## src/rtl/anita4_trig_pkg.sv

```systemverilog
// ---------------------------------------------------------------------------
// anita4_trig_pkg
// Purpose : shared definitions for the ANITA-4 trigger buffer manager.
//           Holds the default trigger/buffer counts, the buffer manager FSM
//           state type and a constant-evaluable clog2 helper.
// Ports   : none (package).
// ---------------------------------------------------------------------------
package anita4_trig_pkg;

  localparam int DEFAULT_NUM_TRIG    = 4;
  localparam int DEFAULT_NUM_BUFFERS = 4;

  typedef enum logic {
    IDLE    = 1'b0,
    HOLDOFF = 1'b1
  } state_t;

  // Smallest r with 2**r >= n; used to size buffer indices.
  function automatic int clog2(input int n);
    int r;
    r = 0;
    for (int i = 0; i < 31; i++) begin
      if ((1 << i) < n) r = i + 1;
    end
    return r;
  endfunction

endpackage

```

## src/rtl/anita4_buffer_manager_if.sv

```systemverilog
// ---------------------------------------------------------------------------
// anita4_buffer_manager_if
// Purpose : groups the trigger request, buffer clear and digitize/status
//           signals of the buffer manager.
// Modports: master - trigger/clear source (drives *_i, observes *_o)
//           slave  - the buffer manager itself
// Signals : trig_i, trig_mask_i, holdoff_i, clear_i, clear_buffer_i,
//           digitize_o, digitize_buffer_o, digitize_source_o,
//           buffer_status_o, HOLD_o, dead_o, lost_o,
//           dead_count_o (only with BUFMGR_DEADTIME_COUNTER_EN defined)
// ---------------------------------------------------------------------------
interface anita4_buffer_manager_if #(
  parameter int NUM_TRIG    = anita4_trig_pkg::DEFAULT_NUM_TRIG,
  parameter int NUM_BUFFERS = anita4_trig_pkg::DEFAULT_NUM_BUFFERS,
  parameter int BUF_W       = anita4_trig_pkg::clog2(NUM_BUFFERS)
);

  logic [NUM_TRIG-1:0]    trig_i;
  logic [NUM_TRIG-1:0]    trig_mask_i;
  logic [7:0]             holdoff_i;
  logic                   clear_i;
  logic [BUF_W-1:0]       clear_buffer_i;
  logic                   digitize_o;
  logic [BUF_W-1:0]       digitize_buffer_o;
  logic [NUM_TRIG-1:0]    digitize_source_o;
  logic [NUM_BUFFERS-1:0] buffer_status_o;
  logic [NUM_BUFFERS-1:0] HOLD_o;
  logic                   dead_o;
  logic                   lost_o;
`ifdef BUFMGR_DEADTIME_COUNTER_EN
  logic [31:0]            dead_count_o;
`endif

  modport master (
    output trig_i, trig_mask_i, holdoff_i, clear_i, clear_buffer_i,
    input  digitize_o, digitize_buffer_o, digitize_source_o,
    input  buffer_status_o, HOLD_o, dead_o, lost_o
`ifdef BUFMGR_DEADTIME_COUNTER_EN
    , input dead_count_o
`endif
  );

  modport slave (
    input  trig_i, trig_mask_i, holdoff_i, clear_i, clear_buffer_i,
    output digitize_o, digitize_buffer_o, digitize_source_o,
    output buffer_status_o, HOLD_o, dead_o, lost_o
`ifdef BUFMGR_DEADTIME_COUNTER_EN
    , output dead_count_o
`endif
  );

endinterface

```

## src/rtl/anita4_free_buffer_finder.sv

```systemverilog
// ---------------------------------------------------------------------------
// anita4_free_buffer_finder
// Purpose : combinational search for the first free buffer, scanning upward
//           from next_ptr_i and wrapping modulo NUM_BUFFERS.
// Ports   : status_i   - busy flags, 1 = busy
//           next_ptr_i - index where the scan starts
//           found_o    - at least one buffer is free
//           index_o    - first free index at or after next_ptr_i
// ---------------------------------------------------------------------------
module anita4_free_buffer_finder #(
  parameter int NUM_BUFFERS = anita4_trig_pkg::DEFAULT_NUM_BUFFERS,
  parameter int BUF_W       = anita4_trig_pkg::clog2(NUM_BUFFERS)
) (
  input  logic [NUM_BUFFERS-1:0] status_i,
  input  logic [BUF_W-1:0]       next_ptr_i,
  output logic                   found_o,
  output logic [BUF_W-1:0]       index_o
);

  logic [BUF_W-1:0] w_cand;

  // Scan offsets from the far end back to zero so the last hit written is
  // the one closest to next_ptr_i. BUF_W-bit addition wraps naturally since
  // NUM_BUFFERS is a power of two.
  always_comb begin
    found_o = 1'b0;
    index_o = '0;
    w_cand  = '0;
    for (int i = NUM_BUFFERS - 1; i >= 0; i--) begin
      w_cand = next_ptr_i + BUF_W'(i);
      if (!status_i[w_cand]) begin
        found_o = 1'b1;
        index_o = w_cand;
      end
    end
  end

endmodule

```

## src/rtl/anita4_buffer_manager.sv

```systemverilog
// ---------------------------------------------------------------------------
// anita4_buffer_manager
// Purpose : accepts rising-edge trigger requests, allocates a free SURF
//           analog buffer round-robin, emits a digitize pulse, applies a
//           programmable holdoff and tracks busy buffers until cleared.
// Ports   : clk250_i - sole clock (rising edge)
//           rst_i    - asynchronous active-high reset
//           bm       - anita4_buffer_manager_if.slave bundle (trigger,
//                      mask, holdoff, clear inputs; digitize, status, HOLD,
//                      dead, lost outputs)
// Options : BUFMGR_DEADTIME_COUNTER_EN adds bm.dead_count_o, a saturating
//           32-bit count of cycles with dead_o high.
// ---------------------------------------------------------------------------
module anita4_buffer_manager #(
  parameter int NUM_TRIG    = anita4_trig_pkg::DEFAULT_NUM_TRIG,
  parameter int NUM_BUFFERS = anita4_trig_pkg::DEFAULT_NUM_BUFFERS,
  parameter int BUF_W       = anita4_trig_pkg::clog2(NUM_BUFFERS)
) (
  input  logic                    clk250_i,
  input  logic                    rst_i,
  anita4_buffer_manager_if.slave  bm
);

  import anita4_trig_pkg::*;

  state_t                 r_state;
  logic [NUM_TRIG-1:0]    r_trig_q;
  logic [NUM_TRIG-1:0]    r_dig_src;
  logic [BUF_W-1:0]       r_dig_buf;
  logic [BUF_W-1:0]       r_next_ptr;
  logic [NUM_BUFFERS-1:0] r_status;
  logic [7:0]             r_hold_cnt;
  logic                   r_digitize;
  logic                   r_dead;
  logic                   r_lost;

  logic [NUM_TRIG-1:0]    w_edge;
  logic                   w_found;
  logic [BUF_W-1:0]       w_idx;
  logic                   w_accept;
  logic                   w_drop;
  logic                   w_hold_nxt;
  logic [NUM_BUFFERS-1:0] w_status_nxt;

  assign w_edge = bm.trig_i & ~r_trig_q & bm.trig_mask_i;

  // The finder sees the registered status, so a buffer freed by a clear in
  // this cycle only becomes eligible next cycle.
  anita4_free_buffer_finder #(
    .NUM_BUFFERS (NUM_BUFFERS),
    .BUF_W       (BUF_W)
  ) u_finder (
    .status_i   (r_status),
    .next_ptr_i (r_next_ptr),
    .found_o    (w_found),
    .index_o    (w_idx)
  );

  assign w_accept = (r_state == IDLE) && (|w_edge) && w_found;
  assign w_drop   = (|w_edge) && !w_accept;

  // FSM is in HOLDOFF next cycle either on a fresh accept with nonzero
  // holdoff, or while the count has not yet reached its final cycle.
  assign w_hold_nxt = (w_accept && (bm.holdoff_i != 8'd0)) ||
                      ((r_state == HOLDOFF) && (r_hold_cnt > 8'd1));

  // Clear first, then allocation, so allocation wins on the same index.
  always_comb begin
    w_status_nxt = r_status;
    if (bm.clear_i) w_status_nxt[bm.clear_buffer_i] = 1'b0;
    if (w_accept)   w_status_nxt[w_idx] = 1'b1;
  end

  always_ff @(posedge clk250_i or posedge rst_i) begin
    if (rst_i) begin
      r_state    <= IDLE;
      r_trig_q   <= '0;
      r_dig_src  <= '0;
      r_dig_buf  <= '0;
      r_next_ptr <= '0;
      r_status   <= '0;
      r_hold_cnt <= 8'd0;
      r_digitize <= 1'b0;
      r_dead     <= 1'b0;
      r_lost     <= 1'b0;
    end else begin
      r_trig_q   <= bm.trig_i;
      r_status   <= w_status_nxt;
      r_digitize <= w_accept;
      r_lost     <= w_drop;
      // Registered from next-state values so dead lines up with status.
      r_dead     <= w_hold_nxt | (&w_status_nxt);

      if (w_accept) begin
        r_dig_buf  <= w_idx;
        r_dig_src  <= w_edge;
        r_next_ptr <= w_idx + BUF_W'(1);
      end

      case (r_state)
        IDLE: begin
          if (w_accept && (bm.holdoff_i != 8'd0)) begin
            r_state    <= HOLDOFF;
            r_hold_cnt <= bm.holdoff_i;
          end
        end
        HOLDOFF: begin
          if (r_hold_cnt <= 8'd1) begin
            r_state    <= IDLE;
            r_hold_cnt <= 8'd0;
          end else begin
            r_hold_cnt <= r_hold_cnt - 8'd1;
          end
        end
        default: begin
          r_state    <= IDLE;
          r_hold_cnt <= 8'd0;
        end
      endcase
    end
  end

  assign bm.digitize_o        = r_digitize;
  assign bm.digitize_buffer_o = r_dig_buf;
  assign bm.digitize_source_o = r_dig_src;
  assign bm.buffer_status_o   = r_status;
  assign bm.HOLD_o            = r_status;
  assign bm.dead_o            = r_dead;
  assign bm.lost_o            = r_lost;

`ifdef BUFMGR_DEADTIME_COUNTER_EN
  logic [31:0] r_dead_count;

  // Zeroing is only honoured when every buffer is free, so software can
  // restart the measurement without racing live events.
  always_ff @(posedge clk250_i or posedge rst_i) begin
    if (rst_i) begin
      r_dead_count <= 32'd0;
    end else if (bm.clear_i && (bm.clear_buffer_i == '0) && (r_status == '0)) begin
      r_dead_count <= 32'd0;
    end else if (r_dead && (r_dead_count != 32'hFFFF_FFFF)) begin
      r_dead_count <= r_dead_count + 32'd1;
    end
  end

  assign bm.dead_count_o = r_dead_count;
`endif

endmodule

```

## src/flat_wrapper.sv

```systemverilog
// flat-port wrapper written by rule: the top's interface ports become plain ports
module anita4_buffer_manager_flat import anita4_trig_pkg::*;
#(
  parameter int NUM_TRIG    = anita4_trig_pkg::DEFAULT_NUM_TRIG,
  parameter int NUM_BUFFERS = anita4_trig_pkg::DEFAULT_NUM_BUFFERS,
  parameter int BUF_W       = anita4_trig_pkg::clog2(NUM_BUFFERS)
)
  (clk250_i, rst_i, bm_trig_i, bm_trig_mask_i, bm_holdoff_i, bm_clear_i, bm_clear_buffer_i, bm_digitize_o, bm_digitize_buffer_o, bm_digitize_source_o, bm_buffer_status_o, bm_HOLD_o, bm_dead_o, bm_lost_o);
  anita4_buffer_manager_if #(.NUM_TRIG(NUM_TRIG), .NUM_BUFFERS(NUM_BUFFERS), .BUF_W(BUF_W)) bm_i ();
  input  logic clk250_i;
  input  logic rst_i;
  input wire logic [$bits(bm_i.trig_i)-1:0] bm_trig_i;
  input wire logic [$bits(bm_i.trig_mask_i)-1:0] bm_trig_mask_i;
  input wire logic [$bits(bm_i.holdoff_i)-1:0] bm_holdoff_i;
  input wire logic [$bits(bm_i.clear_i)-1:0] bm_clear_i;
  input wire logic [$bits(bm_i.clear_buffer_i)-1:0] bm_clear_buffer_i;
  output wire logic [$bits(bm_i.digitize_o)-1:0] bm_digitize_o;
  output wire logic [$bits(bm_i.digitize_buffer_o)-1:0] bm_digitize_buffer_o;
  output wire logic [$bits(bm_i.digitize_source_o)-1:0] bm_digitize_source_o;
  output wire logic [$bits(bm_i.buffer_status_o)-1:0] bm_buffer_status_o;
  output wire logic [$bits(bm_i.HOLD_o)-1:0] bm_HOLD_o;
  output wire logic [$bits(bm_i.dead_o)-1:0] bm_dead_o;
  output wire logic [$bits(bm_i.lost_o)-1:0] bm_lost_o;
  assign bm_i.trig_i = bm_trig_i;
  assign bm_i.trig_mask_i = bm_trig_mask_i;
  assign bm_i.holdoff_i = bm_holdoff_i;
  assign bm_i.clear_i = bm_clear_i;
  assign bm_i.clear_buffer_i = bm_clear_buffer_i;
  assign bm_digitize_o = bm_i.digitize_o;
  assign bm_digitize_buffer_o = bm_i.digitize_buffer_o;
  assign bm_digitize_source_o = bm_i.digitize_source_o;
  assign bm_buffer_status_o = bm_i.buffer_status_o;
  assign bm_HOLD_o = bm_i.HOLD_o;
  assign bm_dead_o = bm_i.dead_o;
  assign bm_lost_o = bm_i.lost_o;
  anita4_buffer_manager #(.NUM_TRIG(NUM_TRIG), .NUM_BUFFERS(NUM_BUFFERS), .BUF_W(BUF_W)) u_core (.clk250_i(clk250_i), .rst_i(rst_i), .bm(bm_i));
endmodule
```

## config.mk

```make
export PLATFORM = sky130hd
export DESIGN_NAME = anita4_buffer_manager_flat
export DESIGN_NICKNAME = d
export VERILOG_FILES = /design/src/rtl/anita4_trig_pkg.sv /design/src/rtl/anita4_buffer_manager_if.sv /design/src/rtl/anita4_free_buffer_finder.sv /design/src/rtl/anita4_buffer_manager.sv /design/src/flat_wrapper.sv
export SDC_FILE = /design/constraint.sdc
export NUM_CORES = 1
export LEC_CHECK = 0
export ABC_CLOCK_PERIOD_IN_PS = 2300
export BUFFER_PORTS_ARGS = -buffer_cell sky130_fd_sc_hd__buf_2
export CORE_MARGIN = 4
export CORE_UTILIZATION = 52
export DETAILED_ROUTE_END_ITERATION = 6
export GPL_ROUTABILITY_DRIVEN = 0
export PLACE_DENSITY = 0.76
export RECOVER_POWER = 100
export SETUP_SLACK_MARGIN = 0.05
export SLEW_MARGIN = 20
export SYNTH_ARGS = -nofsm -noshare
export SYNTH_HDL_FRONTEND = slang
export SYNTH_SLANG_ARGS = --single-unit
export TNS_END_PERCENT = 1
```

## constraint.sdc

```tcl
create_clock -name clk250_i -period 2.3 [get_ports clk250_i]
set_clock_uncertainty 0.05 [all_clocks]
set_input_delay 0.345 -clock clk250_i [delete_from_list [all_inputs] [get_ports clk250_i]]
set_output_delay 0.345 -clock clk250_i [all_outputs]
set_load 0.02 [all_outputs]
```

## Yosys cells after proc, flatten, opt, wreduce, memory -nomap -nowiden

Index checks and enable logic that the tools add are counted.

| cells by class | value |
|---|---|
| bitwise operators | 8 |
| equal/unequal tests | 1 |
| order comparisons | 10 |
| multiplexer cells | 28 |
| reduce and logical (&&, ||, !) cells | 12 |
| $add $sub $neg | 5 |

Operator list:

| operator | number |
|---|---|
| $lt A2 B3 Y1 const B | 6 |
| $mux W8 | 2 |
| $pmux W8 S2 | 1 |
| $and A4 B4 Y4 | 3 |
| $mux W1 | 12 |
| $bmux W1 S2 | 4 |
| $gt A8 B1 Y1 const B | 1 |
| $le A8 B1 Y1 const B | 1 |
| $mux W2 | 4 |
| $mux W4 | 2 |
| $not A4 Y4 | 2 |
| $reduce_bool A8 Y1 | 1 |
| $sub A8 B1 Y8 const B | 1 |
| $logic_and A1 B1 Y1 | 7 |
| $add A2 B1 Y2 const B | 2 |
| $add A2 B2 Y2 const B | 2 |
| $demux W1 S2 | 2 |
| $ge A2 B1 Y1 const B | 2 |
| $or A4 B4 Y4 | 1 |
| $reduce_and A4 Y1 | 1 |
| $reduce_or A4 Y1 | 1 |
| $ne A2 B2 Y1 const B | 1 |
| $pmux W1 S2 | 1 |
| $logic_not A1 Y1 | 1 |
| 3 further kinds | 3 |

| storage, ports and cells | value |
|---|---|
| flip-flop bits (word level) | 28 |
| output and inout port bits | 17 |

## Depth between registers and ports, before layout

| logic depth | value |
|---|---|
| depth in word-level cells | 15 |
| mapped depth | 7 |

## Hierarchy

Synthesis repeated with hierarchy kept, for this count alone.

| unflattened totals | value |
|---|---|
| cells, all modules | 148 |
| area, all modules | 1441.4 um^2 |

By module, submodules not included:

| module | cells an instance | seq. area each (um^2) | area each (um^2) | times used |
|---|---|---|---|---|
| anita4_buffer_manager | 135 | 700.7 | 1370.1 | 1 |
| anita4_free_buffer_finder | 13 | 0.0 | 71.3 | 1 |

## Worst setup path after synthesis

OpenSTA, ideal clock, no wires.

| path | value |
|---|---|
| kind | register to register |
| start point | register u_core.r_status[2], in the netlist u_core.bm.HOLD_o[2] |
| end point | register u_core.r_hold_cnt[2] |
| data arrival time | 1.835 ns |
| required time | 2.125 ns |
| cell stages (with the launch flop) | 7 |
| library setup time | 0.125 ns |
| path buffers | 1 |
| clock period less this slack | 2.010 ns |
| path slack | 0.290 ns |
| path through | dfrtp_1 > a41oi_4 > o41ai_4 > a21o_1 > buf_6 > mux2_4 > mux2_2 |

| between the ends | value |
|---|---|
| cells in the longest elaborated chain, start to end | 9 |

Ends and longest elaborated chain:

| item | RTL line | source |
|---|---|---|
| start: declaration | anita4_buffer_manager.sv:31 | `logic [NUM_BUFFERS-1:0] r_status;` |
| start signal: assignment | anita4_buffer_manager.sv:88 | `r_status <= w_status_nxt;` |
| $bmux W1 S2 | anita4_free_buffer_finder.sv:31 | `if (!status_i[w_cand]) begin` |
| $mux W1 (not written as such) | anita4_free_buffer_finder.sv:31 |  |
| $mux W1 (3 in series) | anita4_free_buffer_finder.sv:31 |  |
| $mux W1 * | anita4_free_buffer_finder.sv:31 |  |
| $logic_and A1 B1 Y1 * | anita4_buffer_manager.sv:59 | `assign w_accept = (r_state == IDLE) && (\|w_edge) && w_found;` |
| $logic_and A1 B1 Y1 * | anita4_buffer_manager.sv:102 | `if (w_accept && (bm.holdoff_i != 8'd0)) begin` |
| $ne A2 B2 Y1 (no source line) * | -- |  |
| end signal: assignment | anita4_buffer_manager.sv:104 | `r_hold_cnt <= bm.holdoff_i;` |
| end signal: assignment | anita4_buffer_manager.sv:112 | `r_hold_cnt <= r_hold_cnt - 8'd1;` |
| end: declaration | anita4_buffer_manager.sv:32 | `logic [7:0] r_hold_cnt;` |

Every way passes the cells marked *; elsewhere a longest branch is shown, timed or not. The select of a mux whose other input is x is not followed.
A chain may end at the register's enable or synchronous reset.

## Final worst setup path

| path | value |
|---|---|
| start point | register u_core.r_status[2], in the netlist u_core.bm.HOLD_o[2] |
| end point | register u_core.r_dead, in the netlist u_core.bm.dead_o |

| between the ends | value |
|---|---|
| cells in the longest elaborated chain, start to end | 14 |

Ends and longest elaborated chain:

| item | RTL line | source |
|---|---|---|
| $bmux W1 S2 | anita4_free_buffer_finder.sv:31 |  |
| $mux W1 (not written as such) | anita4_free_buffer_finder.sv:31 |  |
| $mux W2 (4 in series) | anita4_free_buffer_finder.sv:31 |  |
| $lt A2 B3 Y1 (not written as such) or $ge A2 B1 Y1 (tied branches) | anita4_buffer_manager.sv:71 | `if (w_accept) w_status_nxt[w_idx] = 1'b1;` |
| $logic_and A1 B1 Y1 (not written as such) | anita4_buffer_manager.sv:71 |  |
| $mux W1 (not written as such) | anita4_buffer_manager.sv:71 |  |
| $demux W1 S2 | -- |  |
| $or A4 B4 Y4 (no source line) | -- |  |
| $mux W4 * | anita4_buffer_manager.sv:71 |  |
| net u_core.w_status_nxt[0] | anita4_buffer_manager.sv:43 | `logic [NUM_BUFFERS-1:0] w_status_nxt;` |
| $reduce_and A4 Y1 * | anita4_buffer_manager.sv:92 | `r_dead <= w_hold_nxt \| (&w_status_nxt);` |
| $or A1 B1 Y1 * | anita4_buffer_manager.sv:92 |  |
| end signal: assignment | anita4_buffer_manager.sv:92 |  |
| end: declaration | anita4_buffer_manager.sv:34 | `logic r_dead;` |

Mark *: on every way through the listed nets, which the timed path passes. The rest lies on a longest branch. The select of a mux whose other input is x is not followed.

==> impl_metrics.py <==
metrics = {
    "outcome": {
        "outcome": "finished clean",
    },
    "yosys": {
        "yosys.area_share.xor_xnor_pct": 1.18,
        "synthAdderAreaFrac_pct": 1.69,
        "syn_inst": 146,
        "yosysWarningCount": 0,
        "synth_cell_types": 38,
        "synth-compound-area-share_pct": 18.6,
        "synth_top_family_by_area": "compound AO/OA/AOI/OAI gates",
        "synthFlopType": "dfrtp_1",
        "synth-async-reset-ratio_pct": 100,
        "syn-num-nets": 169,
        "synth-edff-count": 0,
        "ys_seq_area_share_pct": 47.3,
        "synth.area.mux_share_pct": 7.17,
        "synth_area_per_cell_um2": 10.2,
        "yosys.area_share.simple_pct": 18.1,
        "syn_area_mm2": 0.00148,
        "ys_seq_elements": 28,
    },
    "clock_network": {
        "clock-sinks": 28,
        "cts_max_level": 1,
        "cts_buffers": 3,
        "insertion_delay_ns": 0.32,
        "path_clk_slew_ns": 0.15,
        "cts_buffer_depth": 2,
        "cts_tree": "built",
        "root_buffer": "clkbuf_4",
    },
    "placement": {
        "hpwl_um": 2320,
        "dp.cells": 210,
        "portBuffers": 37,
    },
    "setup_path": {
        "startpoint": "u_core.bm.HOLD_o[2]$_DFF_PP0_",
        "crit_end": "u_core.bm.dead_o$_DFF_PP0_",
        "crit_required_ns": 2.52,
        "critPathKind": "flip-flop to flip-flop",
        "crit_chain": "a41oi_4, o41ai_4, buf_4, or2_0, o21ai_0, a41o_1",
        "startpoint_type": "flip-flop",
        "crit_arrival_ns": 2.30,
        "reg2regPathDepth": 6,
        "reg2reg_from": "u_core.bm.HOLD_o[2]$_DFF_PP0_",
        "cp_slowest_cell": "dfrtp_1",
        "cpPeakStageDelay_ns": 0.51,
        "crit_fanout": 15,
        "cp-end-kind": "flip-flop",
        "r2r_slack_ns": 0.22,
        "r2r-end": "u_core.bm.dead_o$_DFF_PP0_",
    },
    "timing": {
        "max_freq_mhz": 481,
        "worst-slew-pin-transition_ns": 0.678,
        "grt_setup_unrepaired": "no",
        "finalCritPeriodShare_pct": 90.4,
        "tns_ns": 0,
        "maxSlewViolCount": 0,
        "post-route-min-period_ns": 2.08,
        "slew_headroom_pct": 54.8,
        "hold_viol": 0,
        "setup_viol": 0,
    },
    "floorplan": {
        "die-area_mm2": 0.00377,
        "die_h_um": 61.4,
        "dieWidth_um": 61.4,
        "start_util_pct": 54.2,
        "core_area_mm2": 0.00273,
        "boundaryPins": 38,
        "rows": 19,
    },
    "global_route": {
        "grt_pass1_vias": 1063,
        "grtUsageTotal_pct": 17.1,
        "grt_pass1_wl_um": 4830,
        "antenna_found_initial": 0,
        "grt_max_degree": 29,
        "overflow": 0,
    },
    "cells_and_area": {
        "regArea_um2": 701,
        "final_cells": 215,
        "area_delta_synth_final_pct": 15.3,
        "diodes": 0,
        "nNetsFinal": 208,
        "fillerInstances": 256,
        "final_core_utilization_pct": 62.5,
        "multiInputGateArea_um2": 688,
        "drive_gt1_share_pct": 16.3,
    },
    "drt": {
        "vias_per_cell": 5.62,
        "drc": 0,
        "wl_um": 3090,
        "drtPass1Iterations": 4,
        "wl_per_cell_um": 14.4,
        "initialDrtViolationCount": 62,
        "vias": 1209,
        "drtAntennaViolNets": 0,
    },
    "power": {
        "p_per_area_mw_per_mm2": 504,
        "leakagePower_uw": 0.000852,
        "vdd_drop_max_mv": 0.456,
    },
    "job": {
        "cap_violations": 0,
    },
    "hold_path": {
        "hold-path-cell-count": 1,
        "hp-class": "input port to flip-flop",
    },
}
-- layout by cell type, fill, tap and decap left out, types with 2 or more instances in the layout --
cell | netlist | layout
dfrtp_1 | 28 | 28
nand2_1 | 20 | 20
clkbuf_1 | 2 | 19
buf_2 | 0 | 18
o21ai_0 | 16 | 16
nor2_1 | 9 | 9
inv_1 | 8 | 8
mux2i_1 | 8 | 8
and3b_1 | 6 | 6
nor4_1 | 5 | 5
nand2b_1 | 3 | 3
a21oi_1 | 3 | 3
clkbuf_4 | 0 | 3
buf_4 | 4 | 3
o22ai_1 | 2 | 2
nand3b_1 | 2 | 2
xnor2_1 | 2 | 2
nor3_1 | 2 | 2
a211oi_1 | 2 | 2
o31a_1 | 2 | 2
ha_1 | 2 | 2
-- cell type report --
class	instances	share of cell area [%]
Sequential cell	28	41.0
Clock buffer	3	1.32
Tap cell	31	2.27
Inverter	8	1.76
Timing Repair Buffer	42	11.6
Clock inverter	1	1.76
Multi-Input combinational cell	102	40.3
-- timing repair --
action,4_1_cts,5_1_grt
setup buffers,0,0
hold buffers,1,0
gates resized for setup,0,0
hold endpoints to repair,16,0
-- cell families after synthesis --
group,count (synthesis)
AO/OA/AOI/OAI,36
XOR/XNOR,2
adder cells (fa/ha/maj),2
buffers and inverters,16
flip-flops,28
multiplexers,10
AND/OR/NAND/NOR,52
-- critical path, delay by kind of cell, from the launching register on --
family	cells	cell delay, ns
AOI/OAI and AO/OA	4	1.01
buffers and inverters	1	0.20
DFF	1	0.51
and+or+nand+nor	1	0.26
-- synthesized netlist by cell type (2+ instances only) --
cell type | instances | area share [%]
o21ai_0 | 16 | 5.4
clkbuf_1 | 2 | 0.51
nand2b_1 | 3 | 1.3
nor2_1 | 9 | 2.3
nor4_1 | 5 | 2.1
o31a_1 | 2 | 1.2
nand2_1 | 20 | 5.1
a21oi_1 | 3 | 1.0
a211oi_1 | 2 | 1.0
and3b_1 | 6 | 3.5
mux2i_1 | 8 | 5.4
xnor2_1 | 2 | 1.2
buf_6 | 2 | 1.5
inv_1 | 8 | 2.0
buf_4 | 4 | 2.0
o22ai_1 | 2 | 0.84
ha_1 | 2 | 1.7
nor3_1 | 2 | 0.68
dfrtp_1 | 28 | 47
nand3b_1 | 2 | 1.0
-- routing by layer --
metal	share of wire [%]	global-route usage, %
met5	0	0
met4	0.55	6.06
met3	6.4	2.52
met2	50	28.7
met1	43	22.7
-- registers in the layout (all words and copies together), names as in the netlist --
| register | flops |
|---|---|
| u_core.bm.digitize_buffer_o | 2 |
| u_core.bm.HOLD_o | 4 |
| u_core.r_state | 1 |
| u_core.bm.lost_o | 1 |
| u_core.bm.digitize_source_o | 4 |
| u_core.bm.digitize_o | 1 |
| u_core.r_trig_q | 4 |
| u_core.r_next_ptr | 2 |
| u_core.bm.dead_o | 1 |
| u_core.r_hold_cnt | 8 |
-- through the flow --
stage / instance area [um2] / hold slack [ns] / setup slack (ns) / power (uW)
2_1_floorplan: 1480 / 0.326 / 0.290 / 527
3_3_place_gp: 1680 / 0.372 / 0.354 / 553
3_5_place_dp: 1680 / 0.371 / 0.250 / 555
4_1_cts: 1740 / 0.0582 / 0.238 / 878
5_1_grt: 1710 / 0.0601 / 0.111 / 895
6_report: 1710 / 0.0785 / 0.220 / 861
-- where the power goes --
part	switching, uW	internal, uW	leakage [uW]
clock network	141	176	0.0000279
registers	1.16	498	0.000350
logic	26.6	18.7	0.000474
-- worst min-delay path by stage --
stage | from | endpoint | slack [ns]
final | bm_trig_i[0] | u_core.r_trig_q[0]$_DFF_PP0_ | 0.08
after global routing | bm_trig_i[0] | u_core.r_trig_q[0]$_DFF_PP0_ | 0.06
after CTS | bm_trig_i[0] | u_core.r_trig_q[0]$_DFF_PP0_ | 0.06
after detailed placement | rst_i | u_core.r_next_ptr[1]$_DFFE_PP0N_ | 0.37
after global placement | rst_i | u_core.bm.digitize_o$_DFF_PP0_ | 0.37
after floorplan | bm_trig_i[0] | u_core.r_trig_q[0]$_DFF_PP0_ | 0.33
(Power assumes the default switching activity.)
